[src/rtl/wave_rom_sequencer.sv]
// Phase-accumulator ROM sequencer: walks a synchronous-read waveform ROM and streams
// one frame of samples through a 2-entry skid FIFO onto a valid/ready output.
module wave_rom_sequencer #(
  parameter int ADDR_WIDTH  = 7,
  parameter int DATA_WIDTH  = 8,
  parameter int PHASE_WIDTH = 16,
  parameter int FRAME_LEN   = 128
) (
  input  logic                   clk_i,
  input  logic                   rst_i,
  input  logic                   start_i,
  input  logic                   abort_i,
  input  logic [PHASE_WIDTH-1:0] freq_word_i,
  input  logic [PHASE_WIDTH-1:0] phase_init_i,
  output logic [ADDR_WIDTH-1:0]  rom_addr_o,
  input  logic [DATA_WIDTH-1:0]  rom_data_i,
  output logic [DATA_WIDTH-1:0]  out_data_o,
  output logic                   out_valid_o,
  input  logic                   out_ready_i,
  output logic                   out_last_o,
  output logic                   busy_o,
  output logic                   done_o
);

  localparam int CNT_W = $clog2(FRAME_LEN + 1);
  localparam logic [CNT_W-1:0] FRAME_CNT = CNT_W'(FRAME_LEN);
  localparam logic [CNT_W-1:0] LAST_BEAT = CNT_W'(FRAME_LEN - 1);

  typedef enum logic [1:0] {S_IDLE, S_RUN, S_DRAIN} state_t;

  state_t                 state_q;
  logic [PHASE_WIDTH-1:0] phase_q, phase_d;
  logic [PHASE_WIDTH-1:0] freq_q;
  logic [CNT_W-1:0]       issued_q, beat_q;
  logic                   inflight_q;
  logic [DATA_WIDTH-1:0]  fifo_q [2];
  logic                   wr_ptr_q, rd_ptr_q;
  logic [1:0]             count_q;
  logic                   done_q;

  logic       pop;
  logic       issue;
  logic [2:0] occ;

  assign out_valid_o = (count_q != 2'd0);
  assign out_data_o  = fifo_q[rd_ptr_q];
  assign out_last_o  = out_valid_o && (beat_q == LAST_BEAT);
  assign busy_o      = (state_q != S_IDLE);
  assign done_o      = done_q;
  assign rom_addr_o  = phase_q[PHASE_WIDTH-1 -: ADDR_WIDTH];
  assign pop         = out_valid_o && out_ready_i;

  // Stored plus in-flight samples may never exceed the two FIFO slots.
  always_comb begin
    occ     = 3'(count_q) + 3'(inflight_q);
    issue   = (state_q == S_RUN) && (issued_q < FRAME_CNT) && ((occ - 3'(pop)) < 3'd2);
    phase_d = phase_q;
    if (issue) phase_d = phase_q + freq_q;
  end

  always_ff @(posedge clk_i) begin
    if (rst_i) begin
      state_q    <= S_IDLE;
      phase_q    <= '0;
      freq_q     <= '0;
      issued_q   <= '0;
      beat_q     <= '0;
      inflight_q <= 1'b0;
      fifo_q[0]  <= '0;
      fifo_q[1]  <= '0;
      wr_ptr_q   <= 1'b0;
      rd_ptr_q   <= 1'b0;
      count_q    <= 2'd0;
      done_q     <= 1'b0;
    end else if (abort_i) begin
      state_q    <= S_IDLE;
      inflight_q <= 1'b0;
      wr_ptr_q   <= 1'b0;
      rd_ptr_q   <= 1'b0;
      count_q    <= 2'd0;
      done_q     <= 1'b0;
    end else begin
      done_q     <= 1'b0;
      inflight_q <= issue;
      phase_q    <= phase_d;
      if (issue) issued_q <= issued_q + 1'b1;
      if (inflight_q) begin
        fifo_q[wr_ptr_q] <= rom_data_i;
        wr_ptr_q         <= ~wr_ptr_q;
      end
      if (pop) begin
        rd_ptr_q <= ~rd_ptr_q;
        beat_q   <= beat_q + 1'b1;
      end
      count_q <= count_q + 2'(inflight_q) - 2'(pop);
      case (state_q)
        S_IDLE: begin
          if (start_i) begin
            state_q  <= S_RUN;
            freq_q   <= freq_word_i;
            phase_q  <= phase_init_i;
            issued_q <= '0;
            beat_q   <= '0;
          end
        end
        S_RUN: begin
          if (issued_q == FRAME_CNT) state_q <= S_DRAIN;
        end
        S_DRAIN: begin
          if (pop && (beat_q == LAST_BEAT)) begin
            state_q <= S_IDLE;
            done_q  <= 1'b1;
          end
        end
        default: state_q <= S_IDLE;
      endcase
    end
  end

endmodule

[config.mk]
export PLATFORM = sky130hd
export DESIGN_NAME = wave_rom_sequencer
export DESIGN_NICKNAME = d
export VERILOG_FILES = /design/src/rtl/wave_rom_sequencer.sv
export SDC_FILE = /design/constraint.sdc
export NUM_CORES = 1
export LEC_CHECK = 0
export CELL_PAD_IN_SITES_DETAIL_PLACEMENT = 0
export CELL_PAD_IN_SITES_GLOBAL_PLACEMENT = 1
export CORE_MARGIN = 2
export CORE_UTILIZATION = 44
export DETAILED_ROUTE_END_ITERATION = 7
export PLACE_DENSITY_LB_ADDON = 0.1
export SLEW_MARGIN = 20
export SYNTH_ARGS = -nofsm -noshare
export SYNTH_HDL_FRONTEND = slang
export SYNTH_SLANG_ARGS = --single-unit
[constraint.sdc]
create_clock -name clk_i -period 7.73 [get_ports clk_i]
set_input_delay 0.773 -clock clk_i [delete_from_list [all_inputs] [get_ports clk_i]]
set_output_delay 0.773 -clock clk_i [all_outputs]
set_load 0.01 [all_outputs]
**Word-level counts from Yosys, hierarchy flattened**

Memories as Yosys holds them, arrays and structs flattened. A register that Yosys moved wholly into a read port is not among the register bits.
Cells that the tools add are included.

- Register bits after elaboration: 56
- Latch bits: 0
- RAM bits: 16
- ROM bits: 0
- Input port bits: 45
- Memories: 1

Memories:

| memory | depth | width | rd ports | clocked after Yosys merged registers in | wr ports | line | source |
|---|---|---|---|---|---|---|---|
| fifo_q | 2 | 8 | 1 | 1 | 2 | 36 | `logic [DATA_WIDTH-1:0] fifo_q [2];` |

- $add $sub $neg: 7
- Multipliers: 0
- Div/mod/pow operators: 0
- Magnitude comparators: 2
- Eq/ne operators: 7
- Shift-type cells: 0
- Mux-type cells: 25
- Bitwise logic cells: 4
- Reductions and logical operators: 13

Operator list:

| kind | count |
|---|---|
| 8-bit 2-to-1 mux | 7 |
| 16-bit 2-to-1 mux | 3 |
| 16-bit adder | 1 |
| 8-bit by 1-bit adder with 8-bit output, second input constant | 2 |
| 1-bit 2-to-1 mux | 11 |
| 8-bit by 7-bit == test with 1-bit output, second input constant | 1 |
| 8-bit == test, second input constant | 1 |
| 8-bit < comparator, second input constant | 1 |
| 8-bit OR reduction | 1 |
| 2-bit 2-to-1 mux | 3 |
| 2-bit one-hot mux with 3 select lines | 1 |
| 3-bit AND reduction | 2 |
| 1-bit logical AND | 5 |
| 2-bit != test, second input constant | 2 |
| 1-bit inverter | 4 |
| 2-bit nonzero test | 2 |
| 2-bit by 1-bit adder with 3-bit output | 1 |
| 3-bit by 2-bit < comparator with 1-bit output, second input constant | 1 |
| 3-bit OR reduction | 1 |
| 3-bit by 1-bit subtractor with 3-bit output | 1 |
| 2-bit by 1-bit adder with 2-bit output | 1 |
| 2-bit by 1-bit == test with 1-bit output, second input constant | 1 |
| 2-bit == test, second input constant | 1 |
| 2-bit zero test | 1 |
| other kinds (3) | 3 |

**Logic depth before layout (Yosys ltp)**

Gate-level depths: netlist (run 1).

- Depth after elaboration: 8
- Gate-level depth with buffers: 13
- Depth with buffers taken out: 11

**Worst setup path after synthesis (run 1)**

OpenSTA, ideal clock, no wires.

- Kind: input to register
- From: in out_ready_i
- To: reg phase_q[15]
- Setup time: 0.079 ns
- Data arrival time: 2.761 ns
- Data required time: 7.651 ns
- Slack: 4.890 ns
- Stages on the path: 10
- Buffers on the path: 1
- Cells stage by stage: nand3_1 > o21ai_0 > ha_1 > fa_1 > nor4b_2 > and2_1 > buf_4 > nand3_1 > or4_1 > o211ai_1

- Longest elaborated chain between the ends: 7

Ends and longest elaborated chain:

| what | line | source |
|---|---|---|
| from (decl) | 19 | `input logic out_ready_i,` |
| 1-bit logical AND (*) | 51 | `assign pop = out_valid_o && out_ready_i;` |
| 3-bit by 1-bit subtractor with 3-bit output (*) | 56 | `issue = (state_q == S_RUN) && (issued_q < FRAME_CNT) && ((occ - 3'(pop)) < 3'd2);` |
| 3-bit by 2-bit < comparator with 1-bit output (*) | 56 |  |
| 1-bit logical AND (*) | 56 |  |
| 16-bit 2-to-1 mux (*) | 58 | `if (issue) phase_d = phase_q + freq_q;` |
| 16-bit 2-to-1 mux | 98 | `if (start_i) begin` |
| 16-bit 2-to-1 mux (*) | 96 | `case (state_q)` |
| to (signal assigned) | 85 | `phase_q <= phase_d;` |
| to (signal assigned) | 101 | `phase_q <= phase_init_i;` |
| to (decl) | 32 | `logic [PHASE_WIDTH-1:0] phase_q, phase_d;` |

Every way passes the cells marked *; elsewhere a longest branch is shown, timed or not.
A chain may end at the register's enable or synchronous reset.

**Worst setup path after layout (run 1)**

Same ends and word-level chain as after synthesis.

==> out/results.tsv, run 1 <==
stage	metric	value	unit
worst_setup_path	slowest_stage	or4_1	
worst_setup_path	worst_ep_arrival_time	3.86	ns
synthesis	synth_area_per_cell	9.084	µm²
clocking	cts_sinks	73	
placement	portBuffers	63	
clocking	cts.repair.resized	0	
synthesis	synth.most_common_cell	dfxtp_1	
clocking	cts_buffer_depth	2	
synthesis	synthArstFlopShare	0	%
worst_setup_path	end_kind	flop	
clocking	postCtsSetupBuffers	0	
power_and_ir_drop	worst_ir_drop_vdd	117.2	µV
timing	tightest_slew	0.7780	ns
power_and_ir_drop	power_density	180.9	nW/µm²
final_layout	drive_above_1_share	8.282	%
synthesis	synth_common_cells	dfxtp_1 (57), nand2_1 (54), a21oi_1 (35), nor2_1 (34), and2_1 (20)	
synthesis	synth_flop_cell	dfxtp_1	
worst_setup_path	cp_cell_sequence	clkdlybuf4s50_1 > nand3_1 > o21ai_0 > ha_1 > fa_1 > nor4b_2 > and2_1 > nand3_1 > or4_1 > o211ai_1	
synthesis	synth_top_area_share	29.49	%
detailed_routing	drc	0	
die	die-area	9562	µm²
synthesis	ys_ff_latch	73	
global_routing	grt.total_usage	18.41	%
synthesis	netlist_area	3870	µm²
job	drv_cap	0	
final_layout	diodes	0	
clocking	root_buffer	clkbuf_8	
final_layout	regArea	1622	µm²
clocking	clk_pin_slew_worst_paths	0.08	ns
synthesis	synth_edf_count	16	
global_routing	antenna_found_initial	0	
synthesis	yosysTopAreaCell	dfxtp_1	
synthesis	synth_nets	492	
detailed_routing	vias_per_cell	5.230	
timing	fin_crit_sh	46.46	%
die	die_h	97.79	µm
detailed_routing	wl_per_cell	14.13	µm
final_layout	syn2layout_area_growth	22.53	%
timing	drv_slew	0	
timing	slew_headroom	47.94	%
timing	hold_viol	0	
detailed_routing	drt_iter0_markers	79	
synthesis	syn_inst	426	
clocking	ctsHoldBuffers	0	
power_and_ir_drop	power.leakage	1.887	nW
final_layout	fin_nets	544	
outcome	status	complete, no violations	
final_layout	multi_input_area	2047	µm²
detailed_routing	via_count	3091	
clocking	tritoncts	yes	
timing	whs	0.4614	ns
clocking	cts_made_buffers	9	
timing	setup_violations	0	
synthesis	synth-seq-area-share	41.90	%
global_routing	grt_overflow	0	
worst_setup_path	path_class	input pin to flop	
clocking	clock_latency	0.35	ns
timing	fin_crit	3.591	ns
die	ios	64	
die	num_rows	34	
worst_setup_path	cp_max_fo	11	
final_layout	final.fill_count	843	
die	start_util	44.81	%
detailed_routing	ant_nets	0	
placement	place_congestion	0.8207	
global_routing	grt_pass1_vias	2998	
global_routing	grt_start_max_net_pins	35	
timing	fin_skew	0.009104	ns
detailed_routing	wirelength	8.350	mm
placement	dp.final_hpwl	6.015	mm
clocking	h-tree-depth	3	
timing	rsz0062_at_grt	false	
detailed_routing	drt_first_pass_iters	5	
synthesis	ys_types	58	
synthesis	yosysWarnings	0	
die	die_w	97.79	µm
timing	fmax	278.4	MHz
die	core	8636	µm²
worst_setup_path	cp_data_required_time	8.00	ns
global_routing	grt_pass1_wl	14.32	mm
worst_setup_path	slowest_delay	0.62	ns
synthesis	yosys-top-cells-area	dfxtp_1 (29%), edfxtp_1 (12%), ha_1 (6.1%), nand2_1 (5.2%), a21oi_1 (4.5%)	
worst_setup_path	cp-start-kind	input pin	
power_and_ir_drop	power	0.0008577	W
timing	finalSetupTns	0	ns
min_path	worstHoldPathType	flop to flop	
worst_setup_path	crit_top_cell	nand3_1	
## stage by stage
step	utilization, %	instance area [µm²]	worst slack, ns	instances
finish	54.91	4742	4.139	591
floorplan	-	3870	4.890	426
global placement	52.22	4509	3.845	575
CTS	54.91	4742	4.109	591
detailed placement	52.22	4509	3.767	575
global route	54.91	4742	3.788	591
## logic make-up (layout without fill, tap and decap cells)
kind of cell | after synthesis | after routing | share of synthesized area [%]
XOR/XNOR | 28 | 28 | 6.337
buffers and inverters | 40 | 97 | 5.205
AND/OR/NAND/NOR | 155 | 155 | 19.82
AO/OA/AOI/OAI | 100 | 100 | 16.97
multiplexers | 9 | 9 | 2.587
adder cells (fa/ha/maj) | 21 | 21 | 7.178
flip-flops | 73 | 73 | 41.90
## power breakdown
part	switching (W)	leakage, nW	internal, W
registers	0.00000826	0.627	0.000401
logic	0.0000488	1.14	0.0000507
clock network	0.000145	0.120	0.000204
## final timing paths
| check | startpoint | to | slack, ns | cells past startpoint |
|---|---|---|---|---|
| max | out_ready_i | phase_q[15] | 4.14 | 10 |
| min | freq_q[3] | freq_q[3] | 0.46 | 2 |
| max reg2reg | count_q[0] | phase_q[15] | 4.66 | 10 |
| min reg2reg | freq_q[3] | freq_q[3] | 0.46 | 2 |
## layout make-up
| class | count | share of cell area (%) |
|---|---|---|
| clock buffers | 12 | 3.351 |
| clock inverters | 4 | 1.557 |
| inverters | 16 | 1.266 |
| multi-input cells | 313 | 43.17 |
| flip-flops and latches | 73 | 34.20 |
| well taps | 108 | 2.850 |
| repair buffers | 65 | 13.61 |
## cell usage in the layout (no fill, tap or decap), types with 5 or more instances in the layout
| master | Yosys | layout |
|---|---|---|
| clkdlybuf4s50_1 | 0 | 63 |
| and2_1 | 20 | 20 |
| clkbuf_8 | 1 | 11 |
| and3_1 | 6 | 6 |
| nand4_1 | 7 | 7 |
| xor2_1 | 19 | 19 |
| mux2_2 | 8 | 8 |
| a22oi_1 | 11 | 11 |
| a21oi_1 | 35 | 35 |
| dfxtp_1 | 57 | 57 |
| nand3_1 | 6 | 6 |
| ha_1 | 19 | 19 |
| edfxtp_1 | 16 | 16 |
| o21ai_0 | 17 | 17 |
| inv_1 | 16 | 16 |
| nand2_1 | 54 | 54 |
| o22ai_1 | 5 | 5 |
| nor2_1 | 34 | 34 |
| xnor2_1 | 9 | 9 |
| a21o_1 | 6 | 6 |
## sequential cells by signal, indices dropped and copies added (netlist names), named ones only
register    count
fifo_q         16
freq_q         16
phase_q        16
beat_q          8
issued_q        8
count_q         2
state_q         2
done_o          1
inflight_q      1
rd_ptr_q        1
wr_ptr_q        1
## per-layer routing
metal | up-vias | global-route usage, % | routed length, µm
met2 | 64 | 30.45 | 3962
met5 | - | 0 | 0
li1 | 1592 | - | -
met4 | 0 | 6.303 | 119
met1 | 1424 | 24.17 | 3943
met3 | 11 | 3.722 | 326
## critical path, delay by kind of cell
kind | cells | cell delay, ns
AO/OA/AOI/OAI | 2 | 0.19
adder cells (fa/ha/maj) | 2 | 0.63
buffers and inverters | 1 | 0.52
AND/OR/NAND/NOR | 5 | 1.74
(Power assumes the default switching activity.)
==> inputs of run 2 (changes only) <==
CORE_UTILIZATION = 41   (was 44)
clock period = 3.5 ns   (was 7.73 ns; I/O delays follow)
==> run 2 against run 1 <==
Die area increased by 7.0%; sequential cell count unchanged; clock power rose by 110%; final cell count up 1.7%; combinational power is 130% higher; routed wire length grew 6.2%; clock skew grew 0.0031 ns; sequential power is 120% higher; count of clock-buffer cells in the layout down 1.
==> out/results.tsv, run 2 (same netlist as run 1, synthesis figures left out) <==
stage	metric	value	unit	change
die	ios	64		unchanged
final_layout	drive_above_1_share	9.388	%	+1.1 points
worst_setup_path	end_kind	flop		
power_and_ir_drop	p_int	0.001379	W	+110%
power_and_ir_drop	comb_power_share	12.4	%	+0.8 points
timing	fin_crit	2.623	ns	
worst_setup_path	setup.worst_path.start	out_ready_i		
min_path	worstHoldPathType	flop to flop		
detailed_routing	drc	0		unchanged
die	start_util	42.08	%	-2.7 points
timing	finalSetupTns	0	ns	unchanged
global_routing	grt.met2_usage	32.04	%	+1.6 points
global_routing	grt_start_max_net_pins	34		-2.9%
final_layout	syn2layout_area_growth	23.54	%	
job	drv_cap	0		unchanged
global_routing	gr-usage-met1	23.52	%	-0.65 points
clocking	clk_pin_slew_worst_paths	0.09	ns	about the same
timing	fin_skew	0.01219	ns	+0.003091 ns
timing	hold_viol	0		unchanged
placement	dp.final_hpwl	6.387	mm	+6.2%
worst_setup_path	cp_max_fo	8		-3
worst_setup_path	r2r_start	count_q[0]		
timing	rsz0062_at_grt	false		
final_layout	fin_nets	551		+1.3%
worst_setup_path	crit_end	phase_q[1]		
timing	setup_violations	0		unchanged
clocking	cts_sinks	73		unchanged
global_routing	grt_pass1_wl	14.79	mm	+3.3%
detailed_routing	via_count	3202		+3.6%
detailed_routing	vias_per_cell	5.328		+1.9%
global_routing	grtUsageMet3	2.968	%	-0.75 points
power_and_ir_drop	power.leakage	1.902	nW	+0.79%
global_routing	grt_overflow	0		unchanged
die	die-area	10230	µm²	+7.0%
clocking	h-tree-depth	3		unchanged
timing	drv_slew	0		unchanged
final_layout	diodes	0		unchanged
worst_setup_path	slowest_stage	clkdlybuf4s50_1		
min_path	whs_path_depth	2		unchanged
worst_setup_path	cp_cell_sequence	clkdlybuf4s50_1 > nand3_1 > o21ai_0 > ha_1 > fa_1 > nor4b_2 > nand2_1 > nor2_2 > nor2_1 > a222oi_1 > inv_1		
placement	portBuffers	63		unchanged
clocking	cts_made_buffers	9		unchanged
worst_setup_path	reg2reg_setup_slack	0.96	ns	-3.70 ns
outcome	status	complete, no violations		
detailed_routing	drt_first_pass_iters	8		+3
final_layout	layout_common_cells	clkdlybuf4s50_1 (63), dfxtp_1 (57), nand2_1 (54), a21oi_1 (35), nor2_1 (34)		
detailed_routing	wirelength	8.866	mm	+6.2%
final_layout	reg_top3	fifo_q: 16 flops, freq_q: 16 flops, phase_q: 16 flops		
worst_setup_path	cp_data_required_time	3.74	ns	-4.26 ns
final_layout	final.fill_count	893		+5.9%
worst_setup_path	reg2reg_depth	11		+1
die	num_rows	35		+2.9%
global_routing	grt.total_usage	18.36	%	-0.043 points
power_and_ir_drop	sw_frac_of_total	25.43	%	+1.8 points
power_and_ir_drop	worst_ir_drop_vdd	167.1	µV	+43%
worst_setup_path	worst_ep_arrival_time	2.86	ns	-1.00 ns
detailed_routing	wl_per_cell	14.75	µm	+4.4%
clocking	clock_latency	0.35	ns	about the same
global_routing	antenna_found_initial	0		unchanged
worst_setup_path	rr_endpoint	phase_q[1]		
die	die_w	101.2	µm	+3.4%
timing	fin_crit_sh	74.94	%	
clocking	postCtsSetupBuffers	0		unchanged
timing	tightest_slew	0.7590	ns	-0.01899 ns
placement	place_inst	585		+1.7%
final_layout	fin_cells	601		+1.7%
worst_setup_path	cp-start-kind	input pin		
clocking	ctsHoldBuffers	0		unchanged
power_and_ir_drop	power_density	386.7	nW/µm²	+110%
final_layout	final_common_cell	clkdlybuf4s50_1		
clocking	cts.repair.resized	0		unchanged
clocking	root_buffer	clkbuf_8		
clocking	cts_buffer_depth	2		unchanged
timing	slew_headroom	49.29	%	+1.3 points
final_layout	fin_area	4781	µm²	+0.82%
clocking	tritoncts	yes		
detailed_routing	ant_nets	0		unchanged
placement	place_congestion	0.8303		+1.2%
worst_setup_path	slowest_delay	0.50	ns	-0.12 ns
power_and_ir_drop	p_seq_share	48.8	%	+1.1 points
detailed_routing	drt_iter0_markers	160		+100%
die	core	9196	µm²	+6.5%
global_routing	top_usage_layer	met2		
power_and_ir_drop	p_switching	0.0004701	W	+130%
timing	fmax	381.3	MHz	
worst_setup_path	path_class	input pin to flop		
global_routing	grt_pass1_vias	3052		+1.8%
power_and_ir_drop	clock_power_share	38.8	%	-1.9 points
placement	post_dp_cell_area	4566	µm²	+1.2%
timing	whs	0.4630	ns	+0.001616 ns
die	die_h	101.2	µm	+3.4%
## run 2: per-layer routing
layer | wire, µm | part of all wire [%] | up-vias
met5 | 0 | 0 | -
met4 | 78 | 0.88 | 0
met3 | 330 | 3.7 | 9
met2 | 4526 | 51 | 62
met1 | 3930 | 44 | 1519
li1 | - | - | 1612
## run 2: final cells by class
class | count | area, µm² | share of cell area [%]
multi-input combinational | 313 | 2047 | 42.82
clock buffer | 11 | 152.6 | 3.193
inverter | 16 | 60.06 | 1.256
sequential | 73 | 1622 | 33.92
clock inverter | 5 | 62.56 | 1.309
timing repair buffer | 72 | 698.2 | 14.60
tap | 111 | 138.9 | 2.905
## run 2: metrics by stage
stage | setup slack [ns] | utilization, % | power (W)
6_report | 0.8772 | 51.99 | 0.001849
5_1_grt | 0.5991 | 51.99 | 0.001930
4_1_cts | 0.8468 | 51.99 | 0.001868
3_5_place_dp | 0.4964 | 49.65 | 0.001153
3_3_place_gp | 0.5650 | 49.65 | 0.001149
2_1_floorplan | 1.064 | - | 0.001050
## run 2: worst max-delay path: cells and delay by family
| kind | cells | cell delay, ns |
|---|---|---|
| AND/OR/NAND/NOR | 5 | 0.96 |
| buffers and inverters | 2 | 0.57 |
| AO/OA/AOI/OAI | 2 | 0.36 |
| adder cells (fa/ha/maj) | 2 | 0.63 |
## run 2: power by group through the flow
| stage | combinational (W) | clock (W) | sequential (W) |
|---|---|---|---|
| detailed placement | 0.000230 | 0 | 0.000922 |
| global route | 0.000256 | 0.000768 | 0.000906 |
| finish | 0.000229 | 0.000717 | 0.000903 |
| global placement | 0.000226 | 0 | 0.000922 |
| CTS | 0.000232 | 0.000733 | 0.000903 |
| floorplan | 0.000134 | 0 | 0.000917 |
## run 2: how the worst min path moves through the flow
stage,start,to,slack [ns]
4_1_cts,freq_q[13],freq_q[13],0.47
5_1_grt,freq_q[13],freq_q[13],0.49
3_5_place_dp,freq_q[10],freq_q[10],0.46
2_1_floorplan,phase_q[2],phase_q[2],0.43
3_3_place_gp,freq_q[13],freq_q[13],0.45
6_report,freq_q[12],freq_q[12],0.46
==> inputs of run 3 (changes only) <==
clock period = 2.7 ns   (was 3.5 ns; I/O delays follow)
==> run 3 against run 2 <==
Sequential power increased by 30%; critical path type is now flop to flop; critical path depth decreased by 1; power increased by 37%; worst hold slack got worse by 0.0074 ns; sequential share of layout area decreased by 0.39 points; clock skew increased by 0.00086 ns; clock power increased by 48%; critical endpoint is now phase_q[15]; global-route usage increased by 0.22 points; routed wire length increased by 1.1%; via count decreased by 1.2%; combinational power increased by 31%; highest routed layer unchanged; final area increased by 1.2%.
==> out/results.tsv, run 3 (same netlist as run 1, synthesis figures left out) <==
stage	metric	value	unit	change
placement	portBuffers	63		unchanged
timing	fin_crit	2.464	ns	
power_and_ir_drop	comb_power_share	11.8	%	-0.6 points
die	ios	64		unchanged
clocking	ctsHoldBuffers	0		unchanged
worst_setup_path	cp_data_required_time	2.98	ns	-0.76 ns
timing	drv_slew	0		unchanged
power_and_ir_drop	clock_power_share	41.9	%	+3.1 points
timing	fin_skew	0.01306	ns	+0.0008604 ns
global_routing	grt_pass1_wl	15.00	mm	+1.4%
clocking	cts_buffer_depth	2		unchanged
power_and_ir_drop	p_int	0.001920	W	+39%
worst_setup_path	path_class	flop to flop		
power_and_ir_drop	sw_frac_of_total	24.17	%	-1.3 points
worst_setup_path	worst_ep_arrival_time	2.75	ns	-0.11 ns
detailed_routing	drc	0		unchanged
global_routing	grt.total_usage	18.58	%	+0.22 points
timing	slew_headroom	68.35	%	+19 points
worst_setup_path	cp-start-kind	flop		
min_path	worstHoldPathType	input pin to flop		
worst_setup_path	end_kind	flop		
min_path	whs_path_depth	3		+1
clocking	clk_pin_slew_worst_paths	0.08	ns	about the same
timing	setup_violations	0		unchanged
die	die_h	101.2	µm	unchanged
timing	whs	0.4556	ns	-0.007432 ns
detailed_routing	drt_first_pass_iters	4		-4
clocking	tritoncts	yes		
global_routing	grt_overflow	0		unchanged
final_layout	layout_common_cells	clkdlybuf4s50_1 (63), dfxtp_1 (57), nand2_1 (54), a21oi_1 (35), nor2_1 (34)		
die	num_rows	35		unchanged
global_routing	antenna_found_initial	0		unchanged
final_layout	fin_nets	555		+0.73%
outcome	status	complete, no violations		
timing	tightest_slew	0.4697	ns	-0.2892 ns
final_layout	diodes	0		unchanged
placement	place_inst	589		+0.68%
detailed_routing	ant_nets	0		unchanged
die	core	9196	µm²	unchanged
detailed_routing	vias_per_cell	5.226		-1.9%
power_and_ir_drop	worst_ir_drop_vdd	238.2	µV	+43%
clocking	cts_sinks	73		unchanged
power_and_ir_drop	power.leakage	1.935	nW	+1.8%
final_layout	fin_cells	605		+0.67%
final_layout	final_common_cell	clkdlybuf4s50_1		
timing	fin_crit_sh	91.25	%	
timing	fmax	405.9	MHz	
final_layout	fin_util	52.60	%	+0.61 points
power_and_ir_drop	p_switching	0.0006120	W	+30%
clocking	cts_made_buffers	9		unchanged
detailed_routing	via_count	3162		-1.2%
final_layout	regArea	1622	µm²	unchanged
die	die-area	10230	µm²	unchanged
job	drv_cap	0		unchanged
clocking	root_buffer	clkbuf_8		
final_layout	drive_above_1_share	10.32	%	+0.94 points
placement	place_congestion	0.8435		+1.6%
detailed_routing	drt_iter0_markers	143		-11%
timing	hold_viol	0		unchanged
power_and_ir_drop	power_density	523.4	nW/µm²	+35%
final_layout	multi_input_area	2048	µm²	about the same
die	start_util	42.08	%	unchanged
placement	dp.final_hpwl	6.354	mm	-0.52%
final_layout	final.fill_count	870		-2.6%
worst_setup_path	cp_max_fo	3		-5
timing	finalSetupTns	0	ns	unchanged
clocking	clock_latency	0.35	ns	about the same
clocking	h-tree-depth	3		unchanged
detailed_routing	wl_per_cell	14.82	µm	+0.44%
detailed_routing	wirelength	8.964	mm	+1.1%
timing	rsz0062_at_grt	false		
worst_setup_path	reg2reg_depth	10		-1
global_routing	grt_pass1_vias	3115		+2.1%
global_routing	grt_start_max_net_pins	34		unchanged
power_and_ir_drop	p_seq_share	46.2	%	-2.6 points
final_layout	syn2layout_area_growth	24.99	%	
die	die_w	101.2	µm	unchanged
clocking	postCtsSetupBuffers	0		unchanged
final_layout	reg_top3	fifo_q: 16 flops, freq_q: 16 flops, phase_q: 16 flops		
[run 3: per-stage QoR]
| step | instance area (µm²) | setup WS (ns) | total power (W) |
|---|---|---|---|
| floorplan | 3870 | 0.2635 | 0.001361 |
| global placement | 4596 | -0.08130 | 0.001492 |
| detailed placement | 4596 | -0.1399 | 0.001495 |
| CTS | 4836 | 0.1877 | 0.002558 |
| global route | 4837 | 0.02895 | 0.002645 |
| finish | 4837 | 0.2362 | 0.002532 |
[run 3: final timing paths]
path	end	from	slack (ns)
min	freq_q[7]	freq_word_i[7]	0.46
min reg2reg	freq_q[11]	freq_q[11]	0.46
max reg2reg	phase_q[15]	count_q[0]	0.24
max	phase_q[15]	count_q[0]	0.24
[run 3: cell type report]
class	count	area share [%]
repair buffers	76	15.05
clock buffers	10	2.638
flip-flops and latches	73	33.52
inverters	16	1.242
multi-input cells	313	42.34
well taps	111	2.871
clock inverters	6	2.328
[run 3: worst max-delay path, stage by stage (launching register included)]
cell,delay [ns]
dfxtp_1,0.33
inv_1,0.06
nand3_1,0.09
o21ai_0,0.09
ha_1,0.19
fa_1,0.47
nor4b_2,0.26
and2_1,0.19
nand3_1,0.10
or4_1,0.53
o211ai_1,0.09
[run 3: layer usage]
metal	global-route usage [%]	vias up	routed length, µm
li1	-	1615	-
met1	24.66	1487	4297
met2	30.67	49	4296
met3	3.796	11	254
met4	5.613	0	116
met5	0	-	0
[run 3: timing repair]
item,4_1_cts,5_1_grt
gates resized for setup,0,1
hold endpoints to repair,0,0
endpoints found under the setup margin,0,1
[run 3: power by group through the flow]
stage | sequential [W] | clock [W] | combinational, W
6_report | 0.00117 | 0.00106 | 0.000300
4_1_cts | 0.00117 | 0.00109 | 0.000301
5_1_grt | 0.00118 | 0.00114 | 0.000330
3_3_place_gp | 0.00120 | 0 | 0.000296
2_1_floorplan | 0.00119 | 0 | 0.000173
3_5_place_dp | 0.00120 | 0 | 0.000299
